File: config.mk
export PLATFORM = sky130hd
export DESIGN_NAME = add12u_err_monitor
export DESIGN_NICKNAME = d
export VERILOG_FILES = /design/src/rtl/add12u_err_monitor.sv
export SDC_FILE = /design/constraint.sdc
export NUM_CORES = 1
export LEC_CHECK = 0
export ABC_AREA = 1
export CAP_MARGIN = 40
export CORE_ASPECT_RATIO = 1.1
export CORE_MARGIN = 4
export CORE_UTILIZATION = 57
export DETAILED_ROUTE_END_ITERATION = 8
export GPL_TIMING_DRIVEN = 0
export PLACE_DENSITY = 0.82
export RECOVER_POWER = 50
export SYNTH_ARGS = -nofsm -noshare
export SYNTH_HDL_FRONTEND = slang
export SYNTH_SLANG_ARGS = --single-unit
File: constraint.sdc
create_clock -name clk -period 9.2 [get_ports clk]
set_clock_uncertainty 0.2 [all_clocks]
set_input_delay 1.84 -clock clk [delete_from_list [all_inputs] [get_ports clk]]
set_output_delay 1.84 -clock clk [all_outputs]
set_load 0.05 [all_outputs]
File: src/rtl/add12u_err_monitor.sv
// -----------------------------------------------------------------------------
// add12u_err_monitor
//
// Purpose:
//   Error-statistics stage placed after a 12-bit approximate unsigned adder.
//   For every accepted sample (a, b, o_apx) it recomputes the exact sum a+b.
//   It then folds |o_apx - (a+b)| into run-time statistics:
//     - smp_cnt     : number of samples accumulated
//     - err_cnt     : number of samples whose approximate sum was wrong
//     - sum_abs_err : sum of |err|, used for the mean absolute error
//     - max_err     : worst-case |err|
//     - max_a/max_b : operands of the first sample that reached max_err
//     - sum_sq_err  : sum of err^2, used for the mean squared error
//                     (present only with ERRMON_MSE_EN)
//
// Optional feature macro:
//   ERRMON_MSE_EN  when defined, adds the sum_sq_err output and the squaring
//                  datapath. When undefined, both are absent.
//
// Ports:
//   clk          in   rising-edge clock
//   rst          in   asynchronous active-high reset
//   clr          in   synchronous clear back to IDLE; zeroes stats, flushes
//                     the pipeline, and overrides start
//   start        in   one-cycle start pulse; honoured only in IDLE or DONE
//   n_target     in   number of samples to collect; latched on accepted start
//   in_valid     in   a / b / o_apx carry a sample
//   in_ready     out  stage accepts a sample this cycle (state RUN)
//   a, b         in   operands that were given to the adder under test
//   o_apx        in   approximate W+1-bit sum from the adder under test
//   smp_cnt      out  samples accumulated (saturating)
//   err_cnt      out  erroneous samples (saturating)
//   sum_abs_err  out  sum of |err| (saturating)
//   max_err      out  largest |err| seen
//   max_a, max_b out  operands of the first sample that reached max_err
//   sum_sq_err   out  sum of err^2 (saturating; ERRMON_MSE_EN only)
//   busy         out  state is RUN or DRAIN
//   done         out  state is DONE; held until the next start or clr
//   dbg_state    out  raw FSM state: 0 IDLE, 1 RUN, 2 DRAIN, 3 DONE
//
// Handshake:
//   A sample transfers on a rising edge where in_valid and in_ready are both
//   high. The value of in_valid while in_ready is low has no effect.
//   in_ready depends only on the registered state, never on in_valid.
//
// Pipeline:
//   The pipeline has two stages and never stalls.
//   S1 registers the operands, the approximate sum and the exact sum.
//   S2 forms |err| from the S1 registers and updates the statistic registers.
//   A sample that transfers on edge E appears in the statistics after edge E+1.
// -----------------------------------------------------------------------------
module add12u_err_monitor #(
  parameter int W     = 12,
  parameter int CNT_W = 24,
  parameter int ACC_W = W + 1 + CNT_W
) (
  input  logic               clk,
  input  logic               rst,
  input  logic               clr,
  input  logic               start,
  input  logic [CNT_W-1:0]   n_target,
  input  logic               in_valid,
  output logic               in_ready,
  input  logic [W-1:0]       a,
  input  logic [W-1:0]       b,
  input  logic [W:0]         o_apx,
  output logic [CNT_W-1:0]   smp_cnt,
  output logic [CNT_W-1:0]   err_cnt,
  output logic [ACC_W-1:0]   sum_abs_err,
  output logic [W:0]         max_err,
  output logic [W-1:0]       max_a,
  output logic [W-1:0]       max_b,
`ifdef ERRMON_MSE_EN
  output logic [2*(W+1)+CNT_W-1:0] sum_sq_err,
`endif
  output logic               busy,
  output logic               done,
  output logic [1:0]         dbg_state
);

  localparam logic [CNT_W-1:0] CNT_ONE = {{(CNT_W-1){1'b0}}, 1'b1};

  typedef enum logic [1:0] {
    ST_IDLE  = 2'd0,
    ST_RUN   = 2'd1,
    ST_DRAIN = 2'd2,
    ST_DONE  = 2'd3
  } state_t;

  // ---------------------------------------------------------------------------
  // Control FSM
  // ---------------------------------------------------------------------------
  state_t             state_q, state_d;
  logic [CNT_W-1:0]   tgt_q, tgt_d;     // latched n_target
  logic [CNT_W-1:0]   acc_q, acc_d;     // samples accepted in this run
  logic               drain_q, drain_d; // second DRAIN cycle marker
  logic               stats_clr;        // zero all statistics on this edge
  logic               xfer;
  logic [CNT_W-1:0]   acc_inc;

  assign xfer    = in_valid && (state_q == ST_RUN);
  assign acc_inc = acc_q + CNT_ONE;

  always_ff @(posedge clk or posedge rst) begin
    if (rst) begin
      state_q <= ST_IDLE;
      tgt_q   <= '0;
      acc_q   <= '0;
      drain_q <= 1'b0;
    end else begin
      state_q <= state_d;
      tgt_q   <= tgt_d;
      acc_q   <= acc_d;
      drain_q <= drain_d;
    end
  end

  always_comb begin
    state_d   = state_q;
    tgt_d     = tgt_q;
    acc_d     = acc_q;
    drain_d   = drain_q;
    stats_clr = 1'b0;
    case (state_q)
      ST_IDLE, ST_DONE: begin
        if (start) begin
          stats_clr = 1'b1;
          tgt_d     = n_target;
          acc_d     = '0;
          drain_d   = 1'b0;
          // A zero-length run has nothing to collect, so it finishes at once.
          state_d   = (n_target == '0) ? ST_DONE : ST_RUN;
        end
      end
      ST_RUN: begin
        if (xfer) begin
          acc_d = acc_inc;
          if (acc_inc == tgt_q) begin
            state_d = ST_DRAIN;
            drain_d = 1'b0;
          end
        end
      end
      ST_DRAIN: begin
        // DRAIN lasts exactly two cycles. The first cycle lets the last
        // sample leave S1. The second lets S2 commit that sample.
        drain_d = 1'b1;
        if (drain_q) begin
          state_d = ST_DONE;
        end
      end
      default: state_d = ST_IDLE;
    endcase
    if (clr) begin
      state_d   = ST_IDLE;
      stats_clr = 1'b1;
      tgt_d     = '0;
      acc_d     = '0;
      drain_d   = 1'b0;
    end
  end

  assign in_ready  = (state_q == ST_RUN);
  assign busy      = (state_q == ST_RUN) || (state_q == ST_DRAIN);
  assign done      = (state_q == ST_DONE);
  assign dbg_state = state_q;

  // ---------------------------------------------------------------------------
  // S1: capture the sample and the exact sum
  // ---------------------------------------------------------------------------
  logic               s1_v_q, s1_v_d;
  logic [W-1:0]       s1_a_q, s1_b_q;
  logic [W:0]         s1_apx_q, s1_exact_q;
  logic [W:0]         exact;

  assign exact  = {1'b0, a} + {1'b0, b};
  assign s1_v_d = xfer && !clr;   // clr discards the sample in flight

  always_ff @(posedge clk or posedge rst) begin
    if (rst) begin
      s1_v_q     <= 1'b0;
      s1_a_q     <= '0;
      s1_b_q     <= '0;
      s1_apx_q   <= '0;
      s1_exact_q <= '0;
    end else begin
      s1_v_q <= s1_v_d;
      if (xfer) begin
        s1_a_q     <= a;
        s1_b_q     <= b;
        s1_apx_q   <= o_apx;
        s1_exact_q <= exact;
      end
    end
  end

  // ---------------------------------------------------------------------------
  // S2: absolute error and statistics update
  // ---------------------------------------------------------------------------
  logic [W:0]         d;
  logic [ACC_W:0]     sum_abs_ext;
  logic [CNT_W-1:0]   smp_cnt_q, smp_cnt_d;
  logic [CNT_W-1:0]   err_cnt_q, err_cnt_d;
  logic [ACC_W-1:0]   sum_abs_q, sum_abs_d;
  logic [W:0]         max_err_q, max_err_d;
  logic [W-1:0]       max_a_q, max_a_d;
  logic [W-1:0]       max_b_q, max_b_d;

  // Both sums are compared as full W+1-bit unsigned values, so the larger one
  // is always the minuend and the subtraction cannot underflow.
  assign d = (s1_apx_q >= s1_exact_q) ? (s1_apx_q - s1_exact_q)
                                      : (s1_exact_q - s1_apx_q);

  // The extra top bit is the carry-out that drives saturation.
  assign sum_abs_ext = {1'b0, sum_abs_q} + {{(ACC_W-W){1'b0}}, d};

`ifdef ERRMON_MSE_EN
  localparam int SQ_W = 2*(W+1) + CNT_W;
  logic [2*(W+1)-1:0] sq;
  logic [SQ_W:0]      sum_sq_ext;
  logic [SQ_W-1:0]    sum_sq_q, sum_sq_d;

  assign sq         = {{(W+1){1'b0}}, d} * {{(W+1){1'b0}}, d};
  assign sum_sq_ext = {1'b0, sum_sq_q} + {{(CNT_W+1){1'b0}}, sq};
`endif

  always_comb begin
    smp_cnt_d = smp_cnt_q;
    err_cnt_d = err_cnt_q;
    sum_abs_d = sum_abs_q;
    max_err_d = max_err_q;
    max_a_d   = max_a_q;
    max_b_d   = max_b_q;
`ifdef ERRMON_MSE_EN
    sum_sq_d  = sum_sq_q;
`endif
    if (stats_clr) begin
      smp_cnt_d = '0;
      err_cnt_d = '0;
      sum_abs_d = '0;
      max_err_d = '0;
      max_a_d   = '0;
      max_b_d   = '0;
`ifdef ERRMON_MSE_EN
      sum_sq_d  = '0;
`endif
    end else if (s1_v_q) begin
      // Counters and accumulators stick at all-ones instead of wrapping.
      if (smp_cnt_q != '1) begin
        smp_cnt_d = smp_cnt_q + CNT_ONE;
      end
      if ((d != '0) && (err_cnt_q != '1)) begin
        err_cnt_d = err_cnt_q + CNT_ONE;
      end
      sum_abs_d = sum_abs_ext[ACC_W] ? '1 : sum_abs_ext[ACC_W-1:0];
      // The comparison is strict, so a tie keeps the earliest sample.
      if (d > max_err_q) begin
        max_err_d = d;
        max_a_d   = s1_a_q;
        max_b_d   = s1_b_q;
      end
`ifdef ERRMON_MSE_EN
      sum_sq_d = sum_sq_ext[SQ_W] ? '1 : sum_sq_ext[SQ_W-1:0];
`endif
    end
  end

  always_ff @(posedge clk or posedge rst) begin
    if (rst) begin
      smp_cnt_q <= '0;
      err_cnt_q <= '0;
      sum_abs_q <= '0;
      max_err_q <= '0;
      max_a_q   <= '0;
      max_b_q   <= '0;
    end else begin
      smp_cnt_q <= smp_cnt_d;
      err_cnt_q <= err_cnt_d;
      sum_abs_q <= sum_abs_d;
      max_err_q <= max_err_d;
      max_a_q   <= max_a_d;
      max_b_q   <= max_b_d;
    end
  end

`ifdef ERRMON_MSE_EN
  always_ff @(posedge clk or posedge rst) begin
    if (rst) begin
      sum_sq_q <= '0;
    end else begin
      sum_sq_q <= sum_sq_d;
    end
  end
  assign sum_sq_err = sum_sq_q;
`endif

  assign smp_cnt     = smp_cnt_q;
  assign err_cnt     = err_cnt_q;
  assign sum_abs_err = sum_abs_q;
  assign max_err     = max_err_q;
  assign max_a       = max_a_q;
  assign max_b       = max_b_q;

endmodule

* Yosys cells after proc, flatten, opt, wreduce, memory -nomap -nowiden
Index checks and enable logic that the tools add are counted.
** Storage, ports and cells
- Register bits :: 224
- Latch bits :: 0
- Bits in writable memories :: 0
- ROM bits :: 0
- Bits of input ports :: 66
- Output and inout bits :: 127
- Memories kept :: 0
** Cells by class
- $add $sub $neg :: 7
- Multipliers :: 0
- Divide/modulo/power cells :: 0
- $lt $le $gt $ge :: 2
- Eq/ne operators :: 10
- Shift-type cells :: 0
- Muxes and demuxes :: 41
- Bitwise operators :: 0
- Reductions and logical operators :: 23
** Operator list (number)
- 24-bit 2-to-1 mux :: 12
- 37-bit 2-to-1 mux :: 3
- 24-bit by 1-bit adder with 24-bit output (second input constant) :: 3
- 12-bit 2-to-1 mux :: 6
- 13-bit 2-to-1 mux :: 4
- 24-bit != test (second input constant) :: 2
- 24-bit case mux with 2 select lines :: 1
- 37-bit by 13-bit adder with 38-bit output :: 1
- 13-bit subtractor :: 2
- 24-bit == test :: 1
- 24-bit zero test :: 1
- 12-bit by 12-bit adder with 13-bit output :: 1
- 13-bit greater-or-equal comparator :: 1
- 13-bit > comparator :: 1
- 13-bit nonzero test :: 1
- 2-bit 2-to-1 mux :: 6
- 2-bit nonzero test :: 6
- 2-bit AND reduction :: 4
- 1-bit 2-to-1 mux :: 7
- 3-bit by 2-bit != test with 1-bit output (second input constant) :: 2
- 3-bit != test (second input constant) :: 2
- 2-bit case mux with 3 select lines :: 1
- 3-bit AND reduction :: 2
- 2-bit == test (second input constant) :: 2
- 9 further kinds :: 11

* Depth between registers and ports, before layout
- Depth after elaboration :: 7
- Depth in mapped cells :: 28

* Least setup slack after synthesis
Ideal clock, no wire load.
- Kind :: reg2reg
- Start point :: register s1_apx_q[3]
- End point :: register sum_abs_q[27] (netlist: sum_abs_err[27])
- Library setup time :: 0.127 ns
- Arrival time :: 3.419 ns
- Data required time :: 8.873 ns
- Path slack :: 5.454 ns
- Cell stages (with the launch flop) :: 25
- Period minus slack after synthesis :: 3.746 ns
- Path through :: dfrtp_1 -> inv_1 -> ha_1 -> buf_2 -> nand2_2 -> nor2_2 -> nand2_1 -> nand3_1 -> nand2_2 -> nand3_4 -> buf_8 -> nand3_1 -> nand2_1 -> inv_1 -> ha_1 -> nand2_1 -> nor2_1 -> inv_1 -> nor2_1 -> nor2_1 -> a21oi_1 -> nand2_1 -> o21a_1 -> o31ai_1 -> nand2_1
** Between the ends
- Cells in the longest elaborated chain, start to end :: 6
- Elaborated cells on any way between the ends :: 8
- Those cells by class :: add/sub: 3; order compare: 1; mux: 4
** Ends and longest elaborated chain
- start: declaration :: RTL line 173 : logic [W:0] s1_apx_q, s1_exact_q;
- start signal: assignment :: RTL line 191 : s1_apx_q <= o_apx;
- 13-bit subtractor (tied with other cells) :: RTL line 212 : : (s1_exact_q - s1_apx_q);
- 13-bit 2-to-1 mux (*) :: RTL line 211 : assign d = (s1_apx_q >= s1_exact_q) ? (s1_apx_q - s1_exact_q)
- 37-bit by 13-bit adder with 38-bit output (*) :: RTL line 215 : assign sum_abs_ext = {1'b0, sum_abs_q} + {{(ACC_W-W){1'b0}}, d};
- 37-bit 2-to-1 mux (*) :: RTL line 255 : sum_abs_d = sum_abs_ext[ACC_W] ? '1 : sum_abs_ext[ACC_W-1:0];
- 37-bit 2-to-1 mux (*) :: RTL line 247 : end else if (s1_v_q) begin
- 37-bit 2-to-1 mux (*) :: RTL line 237 : if (stats_clr) begin
- end signal: assignment :: RTL line 279 : sum_abs_q <= sum_abs_d;
- end: declaration :: RTL line 204 : logic [ACC_W-1:0] sum_abs_q, sum_abs_d;
Mark *: on every way between the ends. The rest lies on a longest branch, timed or not. The select of a mux whose other input is x is not followed.
A chain may end at the register's enable or synchronous reset.

==> results_dict.tcl <==
set metrics [dict create \
    max-clock-path-buffers 3 \
    design.core.area_mm2 0.02526 \
    startpoint_of_the_lowest_slack_register_to_register_path "s1_apx_q[11]" \
    fin_crit_ns 5.473 \
    wire_per_inst_um 16.20 \
    grt_pass1_wl_um 70680 \
    gp_congestion 0.9690 \
    congestion_overflow_gr 0 \
    timing_hold_violations_final 0 \
    hold_path_startpoint "s1_b_q[9]" \
    setup_viol 0 \
    dr_total_vias 14614 \
    nets 2428 \
    ir_drop_v 0.0002267 \
    synth.top_cells.by_count "nand2_1 (647), inv_1 (279), dfrtp_1 (224), nand3_1 (172)" \
    totalNegativeSetupSlack_ns 0 \
    ys.warnings.count 0 \
    antenna_found_initial 1 \
    critPathTopFamily "buffers and inverters" \
    post_cts.repair.setup_buffers 0 \
    clockRootBuffer "clkbuf_16" \
    filler_cell_count 2083 \
    m1WireLength_um 18000 \
    grt_setup_unrepaired "no" \
    synth_area_mm2 0.01459 \
    path_buf_inv 2 \
    most_area_consuming_cells_after_synthesis "dfrtp_1 (38%), nand2_1 (17%), inv_1 (7.2%)" \
    routed_met3_length_um 2826 \
    rows 61 \
    cts_repair_resize_count 0 \
    synth-seq-area-share_pct 38.42 \
    cts.htree.levels 1 \
    power-per-cell-area_mw_per_mm2 303.0 \
    worst-r2r-cell-count 22 \
    syn_inst 2065 \
    detail_route.wirelength_um 42960 \
    cap_violations 1 \
    holdBufCountCts 0 \
    syn-num-nets 2207 \
    dr.max_layer_used "met5" \
    post_synth_num_cell_types 49 \
    vias_per_cell 5.511 \
    final_util_pct 70.91 \
    achievable-frequency_mhz 182.7 \
    worst-setup-path-type "input pin to async pin" \
    synth.largest_area_cell "dfrtp_1" \
    static-leakage-power_uw 0.008505 \
    path_clk_slew_ns 0.06 \
    worst_setup_path_end_kind "async pin" \
    grt_util_all_layers_pct 30.06 \
    crit_chain "dlygate4sd3_1 -> clkinvlp_2" \
    syn2layout_area_growth_pct 22.79 \
    violations "capacitance limit, slew limit" \
    drt_drc_violations_left 0 \
    crit_slowest_cell "clkinvlp_2" \
    drive_above_1_share_pct 3.599 \
    min_path_type "register to register" \
    synth_edf_count 0 \
    ff_latch_count_synth 224 \
    tightestPinTransition_ns 4.689 \
    rrSetupSlack_ns 4.27 \
    clock_tree_from_tritoncts "done" \
    full_die_area_mm2 0.02822 \
    dr.first_iter.drc_count 1206 \
    cp-startpoint "rst" \
    synth_area_per_cell_um2 7.065 \
    total_half_perimeter_wirelength_after_legalization_and_detailed_placement_um 33170 \
    die_w_um 160.5 \
    worst_slew_margin_rel_pct -214.3 \
    kind_of_start_point_of_the_critical_path "input pin" \
    outcome "complete, but fails checks" \
    p_total_uw 5428 \
    route.met2.wl_um 20660 \
    report.final.slew_viol_count 105 \
    timing.critical_path.fanout_max 105 \
    yosys.cell_count.top_type "nand2_1" \
    detailedRoute.firstPassIterationCount 8 \
    timing.critical_path.arrival_ns 5.09 \
    cp_num_cells 2 \
    fp.dieH_um 175.8 \
    via_count_of_the_first_global_routing_pass 14522 \
    grt_max_degree 121 \
    clock_sinks 224 \
    boundaryPins 193 \
    tritoncts_buffer_count 26 \
    postSynth.topFlopCell "dfrtp_1" \
    timing.critical_path.slowest_cell_delay_ns 2.62 \
    critPathRequiredTime_ns 8.82 \
    clk_latency_ns 0.54 \
    synth.top_cell.area_share_pct 38.42 \
    min_delay_path_depth 2 \
    io_buffer_count 192 \
    initial_utilization_pct 57.75 \
    ant_nets 0 \
    hold_slack_ns 0.2685 \
    finalCritPeriodShare_pct 59.49 \
    async_flop_share_pct 100.0 \
    antenna_cells_inserted 0 \
]
==> sequential cells by signal (all words and copies together), names as in the netlist <==
register / count
acc_q: 24
dbg_state: 2
drain_q: 1
err_cnt: 24
max_a: 12
max_b: 12
max_err: 13
s1_a_q: 12
s1_apx_q: 13
s1_b_q: 12
s1_exact_q: 13
s1_v_q: 1
smp_cnt: 24
sum_abs_err: 37
tgt_q: 24
==> metrics by stage <==
| stage | cells | cell area (µm²) | setup WS [ns] |
|---|---|---|---|
| after floorplan | 2065 | 14590 | 1.026 |
| after global placement | 2603 | 16950 | -1.937 |
| after detailed placement | 2604 | 16980 | 4.346 |
| after CTS | 2652 | 17920 | 4.348 |
| after global routing | 2652 | 17910 | 2.946 |
| final | 2652 | 17910 | 3.727 |
==> placed cells by master (no fill, tap or decap), drive strengths merged, types with 6 or more instances in the layout <==
| cell type | n |
|---|---|
| o31ai | 10 |
| inv | 282 |
| xnor2 | 9 |
| o21ai | 134 |
| nand3 | 174 |
| nor2 | 135 |
| nor3 | 44 |
| a21oi | 60 |
| nand2 | 653 |
| or2 | 7 |
| dlygate4sd3 | 7 |
| ha | 72 |
| nor4 | 18 |
| buf | 18 |
| nand4 | 61 |
| clkinv | 21 |
| and2 | 6 |
| dfrtp | 224 |
| clkdlybuf4s50 | 185 |
| clkbuf | 69 |
| a31oi | 9 |
| o22ai | 32 |
| xor2 | 39 |
==> layer usage <==
metal  GRT usage [%]  up-vias
li1                -     7143
met1           38.01     6835
met2           51.50      537
met3           5.351       97
met4           11.58        2
met5               0        -
==> worst min-delay path: stages (launching register included) <==
cell	delay, ns
dfrtp_1	0.34
nand2_1	0.05
nand2_1	0.04
==> cells by family after synthesis <==
logic type	count (synthesis)	synth area share [%]
adder cells (fa/ha/maj)	76	6.723
buffers and inverters	350	9.287
AND/OR/NAND/NOR	1102	32.38
flip-flops	224	38.42
AO/OA/AOI/OAI	263	9.991
XOR/XNOR	50	3.199
==> report_power, final <==
part           switching, µW  internal, µW  total [µW]
sequential               112          1140        1260
clock                    452           676        1130
combinational           2030          1010        3040
total                   2590          2830        5430
==> area by class of cell <==
cell class	instances	area (µm²)	share of cell area, %
well taps	346	432.9	2.417
multi-input cells	1491	7630	42.59
inverters	293	1101	6.146
plain buffers	57	255.2	1.425
clock inverters	19	269.0	1.502
clock buffers	29	671.9	3.751
repair buffers	193	1949	10.88
flip-flops and latches	224	5605	31.29
==> final timing paths <==
path	to
max in group clk	max_err[1]
worst max-delay path	drain_q
worst min-delay path	max_b[9]
worst max register to register	max_err[1]
worst min register to register	max_b[9]
min in group asynchronous	sum_abs_err[25]
Note: power is estimated with default switching activity, not from simulation.
==> RTL change 1 (same settings) <==
Put one more register stage on the output `sum_abs_err`, with the module's reset. The value now appears one clock later. The other outputs are not delayed to match.
--- a/src/rtl/add12u_err_monitor.sv
+++ b/src/rtl/add12u_err_monitor.sv
@@ -298,3 +298,9 @@
   assign err_cnt     = err_cnt_q;
-  assign sum_abs_err = sum_abs_q;
+  always_ff @(posedge clk or posedge rst) begin
+    if (rst) begin
+      sum_abs_err <= '0;
+    end else begin
+      sum_abs_err <= sum_abs_q;
+    end
+  end
   assign max_err     = max_err_q;
Function: changed (a bounded check fails within 4 cycles, from zero or initial values and one cycle with rst high).
==> RTL change 1 against the original RTL <==
The flow still finishes with violations (max-capacitance violations, max-slew violations); synthesized cell count up 2.6%; final area up 6.1%; routed wire length up 5.1%; die area up 6.7%; synthesized area up 7.1%; critical path depth up 4; global-route usage down 0.86 points; sequential cell count up 37; hold slack worse by 0.045 ns; setup slack worse by 0.77 ns; power up 5.3%; critical endpoint is now acc_q[4].
==> RTL change 1: results (changes against the original RTL) <==
outcome: "finished, violations left"  # unchanged
violations: "max-capacitance violations, max-slew violations"  # unchanged
place.gp.congestion: 0.962  # was 0.969
netlist_top_cells_count: "nand2_1 (641), inv_1 (291), dfrtp_1 (261)"  # was nand2_1 (647), inv_1 (279), dfrtp_1 (224)
vias_per_cell: 5.60  # was 5.51
ir_drop_uv: 202  # was 227 uV
synth_area_leaders: "dfrtp_1 (42%), nand2_1 (15%), inv_1 (7.0%)"  # was dfrtp_1 (38%), nand2_1 (17%), inv_1 (7.2%)
drt_pass1_iterations: 6  # was 8
cpPeakStageDelay_ns: 1.60  # was 2.62 ns
grt_pass1_wl_mm: 73.1  # was 70.7 mm
synth.distinct_cells: 51  # was 49
cap_violations: 3  # was 1
globalRouteTotalUtil: 0.292  # was 0.301
synth_compound_area_frac: 0.0935  # was 0.0999
first_global_vias: 14814  # was 14522
place_ws_ns: 3.98  # was 4.35 ns
crit_end: "acc_q[4]"  # was drain_q
slew_headroom: -0.405  # was -2.14
dr_wl_met2_mm: 21.7  # was 20.7 mm
wl_met3_mm: 3.20  # was 2.83 mm
synth-xor-area-share: 0.0318  # was 0.0320
reg2reg_setup_slack_ns: 4.34  # was 4.27 ns
wire_per_inst_um: 16.6  # was 16.2 um
finalCriticalPeriod_ns: 6.24  # was 5.47 ns
layout.nets: 2489  # was 2428
maxSlewViolCount: 111  # was 105
drive_gt1_frac: 0.0414  # was 0.0360
crit_slowest_cell: "clkbuf_1"  # was clkinvlp_2
wl_met1_mm: 18.6  # was 18.0 mm
-- RTL change 1: changes by cell type after synthesis, moves of 4 or more --
cell,change
dfrtp_1,+37
inv_1,+12
a21oi_1,+11
o21ai_0,+7
nand2_1,-6
nor3_1,-5
o31ai_1,-5
buf_2,+4
buf_4,+4
o21ai_1,-4
-- RTL change 1: worst min path at each step --
| stage | startpoint | to | slack, ns | cells past startpoint |
|---|---|---|---|---|
| 2_1_floorplan | sum_abs_q[16] | sum_abs_err[16] | 0.17 | 0 |
| 3_3_place_gp | sum_abs_q[16] | sum_abs_err[16] | 0.19 | 0 |
| 3_5_place_dp | sum_abs_q[16] | sum_abs_err[16] | 0.20 | 0 |
| 4_1_cts | sum_abs_q[16] | sum_abs_err[16] | 0.21 | 0 |
| 5_1_grt | sum_abs_q[16] | sum_abs_err[16] | 0.23 | 0 |
| 6_report | sum_abs_q[10] | sum_abs_err[10] | 0.22 | 0 |
-- RTL change 1: cell families (layout without fill, tap and decap cells) --
kind of cell / after synthesis / after routing
compound gates: 267 / 267
xor+xnor: 52 / 52
fa+ha+maj: 76 / 76
buf+inv: 367 / 615
flops: 261 / 261
simple gates: 1096 / 1096
-- RTL change 1: layout make-up --
| cell class | instances | share of cell area |
|---|---|---|
| Inverter | 310 | 0.0613 |
| Multi-Input combinational cell | 1491 | 0.404 |
| Clock inverter | 12 | 0.00849 |
| Tap cell | 357 | 0.0235 |
| Timing Repair Buffer | 199 | 0.105 |
| Sequential cell | 261 | 0.344 |
| Buffer | 57 | 0.0136 |
| Clock buffer | 37 | 0.0407 |
-- RTL change 1: critical path: cells and delay by family --
kind / cells / cell delay, ns
buffers and inverters: 6 / 4.88
-- RTL change 1: layer usage --
layer  global-route usage  vias up
li1                     -     7301
met1                0.383     7191
met2                0.502      642
met3               0.0429      121
met4               0.0957        0
met5                    0        -
-- RTL change 1: through the flow --
step	instances	total power, W	utilization
after global placement	2668	0.00441	0.668
after global routing	2724	0.00619	0.705
after CTS	2724	0.00569	0.707
final	2724	0.00572	0.705
after floorplan	2119	0.00371	-
after detailed placement	2675	0.00451	0.673
-- RTL change 1: power breakdown --
part           internal (W)  total [W]  switching, W
clock              0.000676    0.00116      0.000481
sequential          0.00131    0.00143      0.000121
combinational       0.00103    0.00313       0.00209
==> RTL change 2 (same settings) <==
Without the edit above. The parameter `W` goes from 12 to 24.
--- a/src/rtl/add12u_err_monitor.sv
+++ b/src/rtl/add12u_err_monitor.sv
@@ -52,3 +52,3 @@
 module add12u_err_monitor #(
-  parameter int W     = 12,
+  parameter int W     = 24,
   parameter int CNT_W = 24,
Ports: changed (7 resized); port bits go from 193 to 277. No check against the original RTL was run, so the function may have changed too.
==> RTL change 2 against the original RTL <==
The run still ends with max-capacitance violations, max-slew violations left; clock power is 24% higher; synthesized area is 49% higher; first-iteration DRC count is 58% higher; final area is 47% higher; sequential cell count is 96 higher; routed wire length is 70% higher; utilization is 0.56 points lower; setup slack worse by 0.59 ns; power is 77% higher; critical endpoint is now max_a[9].
==> RTL change 2: results (changes against the original RTL) <==
io_buffers: 275  # was 192
total_leakage_power_nw: 13.1  # was 8.51 nW
place.gp.congestion: 0.977  # was 0.969
drt_pass1_iterations: 6  # was 8
n_fill_cell: 3068  # was 2083
r2r-end: "max_b[7]"  # was max_err[1]
reg2reg_setup_slack_ns: 3.30  # was 4.27 ns
violations: "max-capacitance violations, max-slew violations"  # unchanged
synthAdderAreaFrac: 0.0787  # was 0.0672
grt_pass1_wl_mm: 116  # was 70.7 mm
yosysSeqAreaShare: 0.369  # was 0.384
netlist_top_cells_count: "nand2_1 (1005), inv_1 (438), dfrtp_1 (320)"  # was nand2_1 (647), inv_1 (279), dfrtp_1 (224)
holdWs_ns: 0.267  # was 0.269 ns
drive_gt1_frac: 0.0330  # was 0.0360
dp_hpwl_mm: 58.0  # was 33.2 mm
worstSkewPairLatency_ns: 0.56  # was 0.54 ns
arrival_ns: 6.61  # was 5.09 ns
first_global_vias: 22102  # was 14522
synth_compound_area_frac: 0.113  # was 0.0999
synthCells: 3134  # was 2065
synth.net_count: 3370  # was 2207
maxSlewViolCount: 181  # was 105
largest_register_ffs: 49  # was 37
ir_drop_uv: 307  # was 227 uV
place_ws_ns: 3.40  # was 4.35 ns
vias_per_cell: 5.73  # was 5.51
grt_antenna_before_repair: 2  # was 1
numPlacedInstances: 3912  # was 2604
wire_per_inst_um: 18.3  # was 16.2 um
min_from: "s1_a_q[23]"  # was s1_b_q[9]
crit_end: "max_a[9]"  # was drain_q
min_period_over_period: 0.659  # was 0.595
first_iter_violations: 1906  # was 1206
cts_made_buffers: 36  # was 26
vias: 22759  # was 14614
cap_violations: 5  # was 1
outcome: "finished, violations left"  # unchanged
synth_area_leaders: "dfrtp_1 (37%), nand2_1 (17%), inv_1 (7.6%)"  # was dfrtp_1 (38%), nand2_1 (17%), inv_1 (7.2%)
synth-xor-area-share: 0.0311  # was 0.0320
## RTL change 2: where the power goes
group	switching, W	internal, W
clock	0.000604	0.000798
sequential	0.000223	0.00169
combinational	0.00428	0.00202
total	0.00511	0.00451
## RTL change 2: kinds of logic after synthesis
logic type	Yosys count
fa+ha+maj	134
compound gates	452
buf+inv	538
xor+xnor	77
simple gates	1613
flops	320
## RTL change 2: area by class of cell
type,instances,area [um2],area share
repair buffers,284,2840,0.108
clock inverters,5,43.8,0.00167
flip-flops and latches,320,8010,0.305
multi-input cells,2276,11600,0.442
inverters,453,1700,0.0648
clock buffers,57,1070,0.0407
plain buffers,85,373,0.0142
well taps,494,618,0.0235
## RTL change 2: layer usage
metal	up-vias	routed length, um	GRT usage
met1	10694	29000	0.446
met4	4	4310	0.184
met2	1068	33600	0.564
met3	236	5990	0.0537
met5	-	27	0
li1	10757	-	-
